## config.mk

```make
export PLATFORM = sky130hd
export DESIGN_NAME = div_iter_unit
export DESIGN_NICKNAME = d
export VERILOG_FILES = /design/src/rtl/div_iter_unit.sv
export SDC_FILE = /design/constraint.sdc
export NUM_CORES = 1
export LEC_CHECK = 0
export CORE_UTILIZATION = 45
export DETAILED_ROUTE_END_ITERATION = 8
export HOLD_SLACK_MARGIN = 0.1
export PLACE_DENSITY = 0.69
export SETUP_SLACK_MARGIN = 0.2
export SLEW_MARGIN = 5
export SYNTH_ARGS = -nofsm -noshare
export SYNTH_HDL_FRONTEND = slang
export SYNTH_SLANG_ARGS = --single-unit
```

## constraint.sdc

```tcl
create_clock -name clk -period 4.4 [get_ports clk]
set_input_delay 0.66 -clock clk [delete_from_list [all_inputs] [get_ports clk]]
set_output_delay 0.66 -clock clk [all_outputs]
set_load 0.01 [all_outputs]
```

## src/rtl/div_iter_unit.sv

```systemverilog
// Iterative radix-2 restoring divider for DIV/DIVU in the EX stage.
// Stalls the pipeline while a divide is in flight. When it finishes it
// delivers the quotient on lo_o and the remainder on hi_o for the HI/LO write.
//
// state  | meaning
// -------+---------------------------------------------------------------
// IDLE   | no divide in flight; a start either launches BUSY or, for a
//        | zero divisor, goes straight to DONE
// BUSY   | one quotient bit per cycle, WIDTH cycles in total
// DONE   | hi_o/lo_o just loaded, div_validE high for this single cycle
module div_iter_unit #(
  parameter int WIDTH = 32,
  parameter int CNT_W = 6
) (
  input  logic             clk,
  input  logic             rst,
  input  logic             flushE,
  input  logic             startE,
  input  logic             signedE,
  input  logic [WIDTH-1:0] src_aE,
  input  logic [WIDTH-1:0] src_bE,
  output logic             div_stallE,
  output logic             div_validE,
  output logic [WIDTH-1:0] hi_o,
  output logic [WIDTH-1:0] lo_o
);

  typedef enum logic [1:0] {
    S_IDLE = 2'd0,
    S_BUSY = 2'd1,
    S_DONE = 2'd2
  } state_e;

  localparam logic [CNT_W-1:0] LAST_ITER = CNT_W'(WIDTH - 1);

  state_e           state_q, state_d;
  logic [CNT_W-1:0] cnt_q, cnt_d;
  // dvd_q starts as |dividend| and collects quotient bits shifted in at the LSB
  logic [WIDTH-1:0] dvd_q, dvd_d;
  logic [WIDTH-1:0] dvs_q, dvs_d;
  logic [WIDTH-1:0] rem_q, rem_d;
  logic             neg_quo_q, neg_quo_d;
  logic             neg_rem_q, neg_rem_d;
  logic             valid_q, valid_d;
  logic [WIDTH-1:0] hi_q, hi_d;
  logic [WIDTH-1:0] lo_q, lo_d;

  logic [WIDTH-1:0] a_mag, b_mag;
  logic [WIDTH:0]   part;
  logic             fits;
  logic [WIDTH-1:0] step_rem, step_quo;
  logic [WIDTH-1:0] rem_final, quo_final;

  // operand magnitudes; DIVU takes the raw bit patterns
  always_comb begin
    a_mag = (signedE && src_aE[WIDTH-1]) ? (~src_aE + 1'b1) : src_aE;
    b_mag = (signedE && src_bE[WIDTH-1]) ? (~src_bE + 1'b1) : src_bE;
  end

  // one restoring step; part is one bit wider so a divisor with its MSB set still compares correctly
  always_comb begin
    part     = {rem_q, dvd_q[WIDTH-1]};
    fits     = (part >= {1'b0, dvs_q});
    // the true difference is below the divisor, so the low WIDTH bits are exact
    step_rem = fits ? (part[WIDTH-1:0] - dvs_q) : part[WIDTH-1:0];
    step_quo = {dvd_q[WIDTH-2:0], fits};
    quo_final = neg_quo_q ? (~step_quo + 1'b1) : step_quo;
    rem_final = neg_rem_q ? (~step_rem + 1'b1) : step_rem;
  end

  // next-state and datapath update; flush wins over every state
  always_comb begin
    state_d   = state_q;
    cnt_d     = cnt_q;
    dvd_d     = dvd_q;
    dvs_d     = dvs_q;
    rem_d     = rem_q;
    neg_quo_d = neg_quo_q;
    neg_rem_d = neg_rem_q;
    valid_d   = 1'b0;
    hi_d      = hi_q;
    lo_d      = lo_q;

    if (flushE) begin
      state_d = S_IDLE;
    end else begin
      case (state_q)
        S_IDLE: begin
          if (startE) begin
            if (src_bE == '0) begin
              // divide by zero has a defined result and skips the iterations
              state_d = S_DONE;
              valid_d = 1'b1;
              lo_d    = '1;
              hi_d    = src_aE;
            end else begin
              state_d   = S_BUSY;
              neg_quo_d = signedE & (src_aE[WIDTH-1] ^ src_bE[WIDTH-1]);
              neg_rem_d = signedE & src_aE[WIDTH-1];
              dvd_d     = a_mag;
              dvs_d     = b_mag;
              rem_d     = '0;
              cnt_d     = '0;
            end
          end
        end
        S_BUSY: begin
          rem_d = step_rem;
          dvd_d = step_quo;
          cnt_d = cnt_q + CNT_W'(1);
          if (cnt_q == LAST_ITER) begin
            state_d = S_DONE;
            valid_d = 1'b1;
            hi_d    = rem_final;
            lo_d    = quo_final;
          end
        end
        S_DONE: begin
          // the divide instruction leaves EX this cycle; startE refers to it
          state_d = S_IDLE;
        end
        default: begin
          state_d = S_IDLE;
        end
      endcase
    end
  end

  // stall drops as soon as a flush is seen in IDLE; in BUSY the pipeline flush overrides it
  always_comb begin
    div_stallE = ((state_q == S_IDLE) && startE && !flushE) || (state_q == S_BUSY);
  end

  // state and datapath registers with synchronous reset
  always_ff @(posedge clk) begin
    if (rst) begin
      state_q   <= S_IDLE;
      cnt_q     <= '0;
      dvd_q     <= '0;
      dvs_q     <= '0;
      rem_q     <= '0;
      neg_quo_q <= 1'b0;
      neg_rem_q <= 1'b0;
      valid_q   <= 1'b0;
      hi_q      <= '0;
      lo_q      <= '0;
    end else begin
      state_q   <= state_d;
      cnt_q     <= cnt_d;
      dvd_q     <= dvd_d;
      dvs_q     <= dvs_d;
      rem_q     <= rem_d;
      neg_quo_q <= neg_quo_d;
      neg_rem_q <= neg_rem_d;
      valid_q   <= valid_d;
      hi_q      <= hi_d;
      lo_q      <= lo_d;
    end
  end

  assign div_validE = valid_q;
  assign hi_o       = hi_q;
  assign lo_o       = lo_q;

endmodule
```

==> results.ini <==
[flow_run]
drv.max_cap_violation_count=0

[status]
violations=DRC
status=finished, violations left

[cts]
cts_root_buffer=clkbuf_16
h-tree-depth=4
cts_buffer_depth=2
path_clk_slew_ns=0.08
cts_made_buffers=17
clkLatencyLatePin_ns=0.46
cts_tree=built
holdBufCountCts=0
cts.sinks=171

[global_route]
antenna_found_initial=1
grt_pass1_vias=11530
grt_pass1_wl_mm=65.48
overflow=0
grt_max_degree=69
track_usage_pct=30.25

[sta]
period_needed_ns=4.025
max_slew_margin_pct=30.78
rsz0062_at_grt=no
setup_violations=0
max_freq_mhz=248.5
hold_viol=0
skew_ns=0.01761
setup-tns-final_ns=0
hold_slack_ns=0.4669
period_share_pct=91.47
slew_violations=0
worstMarginPinSlew_ns=1.037

[die]
fp.dieW_um=165.6
std_cell_rows=59
die_area_um2=27430
die_y_um=165.6
num_io_pins=135
coreArea_um2=26130
initial_core_util_pct=46.09

[critical_path]
crit_chain=inv_1 -> ha_4 -> nand2_1 -> o21a_1 -> o221a_2 -> a311o_1 -> nand2_8 -> mux2i_4 -> ha_4 -> nand3_1 -> a21oi_2 -> a32oi_2 -> o31ai_2 -> o21ai_0 -> xor2_1 -> nor2_1 -> o41ai_1
worstPathArrival_ns=4.37
critPathBufInv=1
worstSetupEndpointType=register
slowest_delay_ns=0.42
cpLargestDelayFamily=compound AO/OA/AOI/OAI gates
cp_common_cell=ha_4
slowest_stage=a311o_1
ff2ff_setup_slack_ns=0.38
critPathLaunchType=register
worstPathMaxFanout=9
critical_path_class=reg -> reg
cp.required_ns=4.74

[synth]
ys_seq_area_share_pct=28.42
synth_area_leaders=dfxtp_1 28%, nor2_1 7.5%, a211oi_1 6.8%, xor2_1 5.5%, a21oi_1 5.4%
synth.most_common_cell=nor2_1
yosys_warnings=0
synthesis.area_um2=12050
syn_area_per_cell_um2=7.472
synth-edff-count=0
yosys-top-cells-count=240 x nor2_1, 171 x dfxtp_1, 131 x a21oi_1, 129 x nand2_1, 109 x a211oi_1
synthCells=1612
synth_top_area_share_pct=28.42
synth_ff_type=dfxtp_1
yosysUniqueCellTypes=86
synthArstFlopShare_pct=0
synth_nets=1719
synth_area_leader_cell=dfxtp_1
synth-seq-cells=171

[min_path]
min_path_type=reg -> reg

[pwr]
switching_share_pct=34.81
p_leak_nw=5.557
clock_power_share_pct=37.7
p_per_area_nw_per_um2=296.0
combPwrFrac_pct=25.0
power_mw=4.373
peakVddDrop_mv=0.1699
p_int_mw=2.851
seq_power_share_pct=37.3
switching_power_mw=1.522

[cells_and_area]
finalNonFillerCells=2073
final_nets=1832
filler_cell_count=2451
syn_to_final_growth_pct=22.64
layout-drive-gt1-share_pct=9.781
n_antenna_cell=0

[placed_design]
gp_congestion=0.9441
portBuffers=134
dpl.cell_count=2037
dp_hpwl_mm=31.95

[drt]
drc=26
viasPerCell=6.012
drtIter0Drc=1233
drt_pass1_iterations=7
via_count=12460
drt-total-wl_mm=41.64
antenna_left=0
wl_per_cell_um=20.09

cells in the final DEF (no fill, tap or decap), types with 14 or more instances in the layout:
cell type	netlist	final
nor2_1	240	237
dfxtp_1	171	171
clkdlybuf4s50_1	0	133
nand2_1	129	128
a21oi_1	131	128
a211oi_1	109	108
o21ai_0	91	86
xor2_1	76	76
buf_4	1	69
xnor2_1	61	61
inv_1	60	60
nand3_1	32	32
nor3_1	33	32
a22oi_1	31	31
ha_1	37	23
or3_1	19	19
o31ai_1	18	17
clkbuf_16	0	17
and2_1	15	15
nand4_1	14	14
kinds of logic (layout without fill, tap and decap cells):
family	after synthesis	in the layout	synth area share, %
xor+xnor	137	137	9.962
buf+inv	172	298	5.765
mux	12	12	1.028
flops	171	171	28.42
fa+ha+maj	38	38	4.010
simple gates	570	570	22.16
compound gates	512	512	28.66
flip-flops by register name (all words and copies together) (netlist names):
name	cells
neg_quo_q	1
dvs_q	32
rem_q	32
neg_rem_q	1
hi_o	32
cnt_q	6
dvd_q	32
state_q	2
div_validE	1
lo_o	32
power groups by stage:
stage | logic (mW) | clock network [mW] | registers, mW
after floorplan | 0.674 | 0 | 1.65
after global placement | 1.03 | 0 | 1.66
after detailed placement | 1.03 | 0 | 1.67
after CTS | 1.05 | 1.66 | 1.63
after global routing | 1.19 | 1.73 | 1.64
final | 1.09 | 1.65 | 1.63
per-stage QoR:
stage / setup WS (ns) / cell area [um^2] / util (%)
2_1_floorplan: 0.2436 / 12050 / -
3_3_place_gp: 0.2463 / 13900 / 53.17
3_5_place_dp: 0.06521 / 13900 / 53.17
4_1_cts: 0.2246 / 14580 / 55.78
5_1_grt: 0.1430 / 14770 / 56.53
6_report: 0.3753 / 14770 / 56.53
area by class of cell:
| cell class | instances | area [um^2] | area share [%] |
|---|---|---|---|
| Clock inverter | 15 | 215.2 | 1.457 |
| Tap cell | 335 | 419.2 | 2.837 |
| Inverter | 61 | 229.0 | 1.550 |
| Clock buffer | 17 | 425.4 | 2.880 |
| Sequential cell | 171 | 3423 | 23.17 |
| Timing Repair Buffer | 205 | 1909 | 12.92 |
| Multi-Input combinational cell | 1269 | 8152 | 55.18 |
path summary, 6_finish.rpt:
kind,start,endpoint,cells after the start
hold / removal,dvs_q[22],dvs_q[22],2
setup reg to reg,dvs_q[11],hi_o[16],17
setup / recovery,dvs_q[11],hi_o[16],17
hold reg to reg,dvs_q[22],dvs_q[22],2
metal layers:
| layer | track usage (%) | share of wire, % | up-vias |
|---|---|---|---|
| met4 | 12.68 | 3.7 | 0 |
| met5 | 0 | 0 | - |
| met3 | 4.349 | 5.4 | 79 |
| met2 | 51.93 | 47 | 418 |
| li1 | - | - | 6059 |
| met1 | 37.89 | 43 | 5906 |
worst reg2reg max path: cells and delay by family (launching register included):
family                     cells  cell delay [ns]
buffers and inverters          1             0.10
adders and majority gates      2             0.52
DFF                            1             0.33
muxes                          1             0.30
xor gates and xnor gates       1             0.15
and+or+nand+nor                4             0.43
AOI/OAI and AO/OA              8             2.09
repair_timing:
action	CTS	global route
pin swaps	1	6
buffers inserted	0	4
resized for setup	10	36
endpoints found under the hold margin	0	0
endpoints found under the setup margin	7	25
Power figures use the tool's default switching activity.
